**src/rtl/prescaler_mc_pkg.sv**
```systemverilog
// Shared encodings and parameter limits for the multi-channel event prescaler.
// Qualification modes are the values carried on cfg_mode_i.
package prescaler_mc_pkg;

  localparam logic PRESC_MODE_LEVEL = 1'b0;
  localparam logic PRESC_MODE_EDGE  = 1'b1;

  localparam int N_CH_MIN  = 1;
  localparam int N_CH_MAX  = 8;
  localparam int CNT_W_MIN = 2;
  localparam int CNT_W_MAX = 32;

endpackage

```
**src/rtl/prescaler_mc_ch.sv**
```systemverilog
// One prescaler channel: divides qualified events by presc+1, shadows mid-run updates.
// Latency: terminal event in cycle n -> event_o in cycle n+1; no backpressure.
module prescaler_mc_ch
  import prescaler_mc_pkg::*;
#(
  parameter int CNT_W = 16
) (
  input  logic             clk_i,
  input  logic             rstn_i,
  input  logic             active_i,
  input  logic             update_i,
  input  logic             srst_i,
  input  logic [CNT_W-1:0] presc_i,
  input  logic             mode_i,
  input  logic             event_i,
  output logic             event_o,
  output logic [CNT_W-1:0] cnt_o,
  output logic             upd_pend_o
);

  logic [CNT_W-1:0] presc_q, presc_d;
  logic [CNT_W-1:0] shadow_q, shadow_d;
  logic [CNT_W-1:0] cnt_q, cnt_d;
  logic             pend_q, pend_d;
  logic             evt_q, evt_d;
  logic             prev_q, prev_d;
  logic             act_q, act_d;
  logic             qev, hit, term;

  always_comb begin
    prev_d   = event_i;
    act_d    = active_i;
    cnt_d    = cnt_q;
    evt_d    = 1'b0;
    presc_d  = presc_q;
    shadow_d = shadow_q;
    pend_d   = pend_q;

    qev  = (mode_i == PRESC_MODE_EDGE) ? (event_i & ~prev_q) : event_i;
    hit  = qev & ((presc_q == '0) | (cnt_q == presc_q));
    term = active_i & ~srst_i & hit;

    if (srst_i || !active_i) begin
      cnt_d = '0;
    end else if (hit) begin
      evt_d = 1'b1;
      cnt_d = '0;
    end else if (qev) begin
      cnt_d = cnt_q + {{(CNT_W-1){1'b0}}, 1'b1};
    end

    // A pending value lands at a terminal event or on the first cycle after reactivation.
    if (pend_q && (term || (active_i && !act_q))) begin
      presc_d = shadow_q;
      pend_d  = 1'b0;
    end

    if (update_i) begin
      if (!active_i || srst_i || term) begin
        presc_d = presc_i;
        pend_d  = 1'b0;
      end else begin
        shadow_d = presc_i;
        pend_d   = 1'b1;
      end
    end
  end

  always_ff @(posedge clk_i) begin
    if (!rstn_i) begin
      presc_q  <= '0;
      shadow_q <= '0;
      cnt_q    <= '0;
      pend_q   <= 1'b0;
      evt_q    <= 1'b0;
      prev_q   <= 1'b0;
      act_q    <= 1'b0;
    end else begin
      presc_q  <= presc_d;
      shadow_q <= shadow_d;
      cnt_q    <= cnt_d;
      pend_q   <= pend_d;
      evt_q    <= evt_d;
      prev_q   <= prev_d;
      act_q    <= act_d;
    end
  end

  assign event_o    = evt_q;
  assign cnt_o      = cnt_q;
  assign upd_pend_o = pend_q;

endmodule

```
**src/rtl/prescaler_mc.sv**
```systemverilog
// N_CH independent event prescalers between input-select and timer counters.
// Latency: one cycle from terminal event to event_o; no backpressure.
module prescaler_mc
  import prescaler_mc_pkg::*;
#(
  parameter int N_CH  = 4,
  parameter int CNT_W = 16
) (
  input  logic                  clk_i,
  input  logic                  rstn_i,
  input  logic [N_CH-1:0]       ctrl_active_i,
  input  logic [N_CH-1:0]       ctrl_update_i,
  input  logic [N_CH-1:0]       ctrl_rst_i,
  input  logic [N_CH*CNT_W-1:0] cfg_presc_i,
  input  logic [N_CH-1:0]       cfg_mode_i,
  input  logic [N_CH-1:0]       event_i,
  output logic [N_CH-1:0]       event_o,
  output logic [N_CH*CNT_W-1:0] cnt_o,
  output logic [N_CH-1:0]       upd_pend_o
);

  for (genvar k = 0; k < N_CH; k++) begin : g_ch
    prescaler_mc_ch #(
      .CNT_W (CNT_W)
    ) u_ch (
      .clk_i      (clk_i),
      .rstn_i     (rstn_i),
      .active_i   (ctrl_active_i[k]),
      .update_i   (ctrl_update_i[k]),
      .srst_i     (ctrl_rst_i[k]),
      .presc_i    (cfg_presc_i[k*CNT_W +: CNT_W]),
      .mode_i     (cfg_mode_i[k]),
      .event_i    (event_i[k]),
      .event_o    (event_o[k]),
      .cnt_o      (cnt_o[k*CNT_W +: CNT_W]),
      .upd_pend_o (upd_pend_o[k])
    );
  end

endmodule
```
**config.mk**
```make
export PLATFORM = sky130hd
export DESIGN_NAME = prescaler_mc
export DESIGN_NICKNAME = d
export VERILOG_FILES = /design/src/rtl/prescaler_mc_pkg.sv /design/src/rtl/prescaler_mc_ch.sv /design/src/rtl/prescaler_mc.sv
export SDC_FILE = /design/constraint.sdc
export NUM_CORES = 1
export LEC_CHECK = 0
export ABC_AREA = 1
export ABC_CLOCK_PERIOD_IN_PS = 1510
export BUFFER_PORTS_ARGS = -buffer_cell sky130_fd_sc_hd__buf_4
export CORE_UTILIZATION = 45
export CTS_CLUSTER_SIZE = 28
export DETAILED_ROUTE_END_ITERATION = 7
export GPL_TIMING_DRIVEN = 0
export PLACE_DENSITY = 0.73
export SYNTH_ARGS = -nofsm -noshare
export SYNTH_HDL_FRONTEND = slang
export SYNTH_HIERARCHICAL = 1
export SYNTH_SLANG_ARGS = --single-unit
```
**constraint.sdc**
```tcl
create_clock -name clk_i -period 1.51 [get_ports clk_i]
set_clock_uncertainty 0.05 [all_clocks]
set_input_delay 0.302 -clock clk_i [delete_from_list [all_inputs] [get_ports clk_i]]
set_output_delay 0.302 -clock clk_i [all_outputs]
set_load 0.005 [all_outputs]
```
==> results.py <==
metrics = {
    "logic_synthesis": {
        "synthTopCellsByArea": "dfxtp_1 38%, nand2_1 13%, nor2_1 8.4%",
        "yosys_warnings": 6,
        "post_synth_num_cell_types": 26,
        "synth_compound_area_share_pct": 13.4,
        "synth-simple-area-share_pct": 32.0,
        "synthTopCellsByCount": "380 x nand2_1, 244 x nor2_1, 220 x inv_1, 208 x dfxtp_1, 152 x a21oi_1",
        "post-synth-top-count-cell": "nand2_1",
        "seq_area_frac_synth_pct": 38.3,
        "syn_area_mm2": 0.0109,
        "synthAdderAreaFrac_pct": 0.460,
        "synth-edff-count": 0,
        "syn_area_per_cell_um2": 6.62,
        "synth_fp_nets": 1734,
        "ys.flop_type": "dfxtp_1",
        "async_flop_share_pct": 0,
        "synth_top_family_by_area": "simple AND/OR/NAND/NOR gates",
        "synth.mux.area_fraction_pct": 0,
        "yosysTopAreaCell": "dfxtp_1",
        "yosys.area.top_type_share_pct": 38.3,
        "yosys_register_bits": 208,
        "synth-xor-area-share_pct": 2.25,
        "synthCells": 1644,
    },
    "sta": {
        "period_minus_slack_ps": 1970,
        "period_share_pct": 130,
        "setup_viol": 199,
        "maxSlewViolCount": 0,
        "fmax_mhz": 508,
        "maxSlewHeadroom_pct": 46.4,
        "hold_violations": 0,
        "timing.final.ws_setup_ps": -457,
        "rsz0062_at_grt": "yes",
        "tightestPinTransition_ps": 805,
    },
    "pwr": {
        "irDropWorstVdd_uv": 845,
        "power.density_mw_per_mm2": 824,
        "p_total_uw": 14100,
        "power.leakage_uw": 0.00722,
    },
    "finish": {
        "register_area_mm2": 0.00442,
        "drive_above_1_share_pct": 48.0,
        "antenna_cells": 0,
        "multiInputGateArea_mm2": 0.00672,
        "fin_area_mm2": 0.0171,
        "area_delta_synth_final_pct": 57.0,
        "fin_nets": 2116,
        "nFillCells": 1719,
    },
    "clock_network": {
        "clkSlewWorstSetupHoldPaths_ps": 60,
        "numClockSinks": 208,
        "h-tree-depth": 1,
        "clockBufferDepth": 3,
        "cts_tree": "yes",
        "insertion_delay_ps": 510,
        "cts-root-buf": "clkbuf_16",
        "numCtsBuffers": 24,
    },
    "floorplan": {
        "core-area_mm2": 0.0236,
        "die_w_um": 157,
        "die_y_um": 157,
        "initial_core_util_pct": 46.1,
        "dieArea_mm2": 0.0248,
        "num_io_pins": 158,
        "rows": 56,
    },
    "global_route": {
        "overflow": 0,
        "antenna_found_initial": 0,
        "grt_max_degree": 37,
        "grt_pass1_vias": 10800,
        "grt_pass1_wl_um": 50200,
        "grt_usage_pct": 24.9,
    },
    "placement": {
        "numPortBuffers": 157,
        "dp_hpwl_um": 21200,
        "pre_cts_slack_ps": -336,
        "placed_area_mm2": 0.0126,
        "gp_congestion": 0.926,
    },
    "drt": {
        "dr.pass1.iters": 8,
        "drt-total-wl_um": 35500,
        "wl_per_cell_um": 15.1,
        "drt_iter0_markers": 928,
        "num_vias": 12100,
        "ant_nets": 0,
        "drc": 0,
        "vias_per_cell": 5.14,
    },
    "worst_setup_path": {
        "arrival_ps": 2320,
        "required_ps": 1860,
        "startpoint_type": "flop",
        "cp_max_fo": 8,
        "end_kind": "flop",
        "critPathKind": "flop to flop",
    },
    "job": {
        "cap_violations": 0,
    },
    "run_status": {
        "violations": "setup timing",
        "status": "finished, violations left",
    },
    "hold_path": {
        "hp-class": "primary input to flop",
    },
}
worst max-delay path: stages (launching register included):
cell and delay [ps]:
dfxtp_2 400, inv_2 50, nand2_1 50, nand2_1 50, nor2_1 130, nand2_1 110
nor2_1 110, nand2_1 70, nand2_2 130, nand3_4 120, nand2_8 150, buf_6 150
a21oi_2 60, nor2_1 150, nor2_1 60
logic make-up after synthesis:
logic type | Yosys count
xor+xnor | 28
fa+ha+maj | 4
buf+inv | 312
flops | 208
simple gates | 804
compound gates | 288
stage by stage:
| step | TNS [ps] | instances | util [%] | hold WS (ps) |
|---|---|---|---|---|
| final | -47500 | 2361 | 72.3 | 10.8 |
| after global routing | -69680 | 2361 | 72.3 | 6.78 |
| after CTS | -25030 | 2301 | 64.9 | 0.287 |
| after detailed placement | -38620 | 2120 | 53.5 | 389 |
| after global placement | -36910 | 2120 | 53.5 | 383 |
| after floorplan | -505 | 1644 | - | 345 |
path summary, 6_finish.rpt:
path	startpoint	end	slack (ps)	cells after the start
max	g_ch[2].u_ch/cnt_o[6]	g_ch[2].u_ch/presc_q[13]	-460	14
min	cfg_presc_i[1]	g_ch[0].u_ch/presc_q[1]	10	3
max reg2reg	g_ch[2].u_ch/cnt_o[6]	g_ch[2].u_ch/presc_q[13]	-460	14
min reg2reg	g_ch[2].u_ch/shadow_q[14]	g_ch[2].u_ch/shadow_q[14]	400	2
layout make-up:
type / count / area share, %
inverter: 244 / 5.60
timing repair buffer: 357 / 18.6
buffer: 66 / 3.66
tap: 319 / 2.34
sequential: 208 / 25.9
multi-input combinational: 1125 / 39.4
clock buffer: 42 / 4.51
sequential cells by signal (all words and copies together) (netlist names):
register and flops:
g_ch.u_ch/cnt_o 64, g_ch.u_ch/presc_q 64, g_ch.u_ch/shadow_q 64, g_ch.u_ch/act_q 4
g_ch.u_ch/event_o 4, g_ch.u_ch/prev_q 4, g_ch.u_ch/upd_pend_o 4
routing by layer:
metal  up-vias  routed length (um)  global-route usage (%)
met3        98                1720                    3.06
met5         -                   0                       0
met2       406               18100                    44.7
li1       5978                   -                       -
met4         0                1110                    8.28
met1      5648               14600                    30.6
report_power, final:
part	internal (uW)	switching, uW	total, uW
Sequential	5680	181	5860
Clock	3410	2250	5670
Combinational	1140	1390	2530
what timing repair did:
action / in CTS / in global routing
pin swaps: 82 / 171
buffers inserted: 105 / 52
hold buffers: 15 / 0
gates cloned: 20 / 11
hold endpoints to repair: 16 / 0
resized for setup: 283 / 333
setup endpoints to repair: 189 / 214
layout by cell type, fill, tap and decap left out, types with 7 or more instances in the layout:
cell type and count:
nand4_1 16, nor2_2 41, clkbuf_1 25, xor2_1 23, o21ai_2 84, inv_4 14
a21oi_1 87, o21ai_4 8, nand2_1 351, nor3_1 11, nor3_4 7, nand2_2 36
clkbuf_16 35, buf_4 277, inv_1 140, dfxtp_1 101, nand3_1 50, dfxtp_2 58
o21ai_1 33, buf_6 80, dfxtp_4 49, nor2_1 192, nand3_4 13, buf_8 16
a21oi_2 64, nand3_2 34, nand2_4 11, clkbuf_8 8, nor4_1 8, o21ai_0 7
dlygate4sd3_1 15, nor2_4 11, inv_2 89
Note: power is estimated with default switching activity, not from simulation.
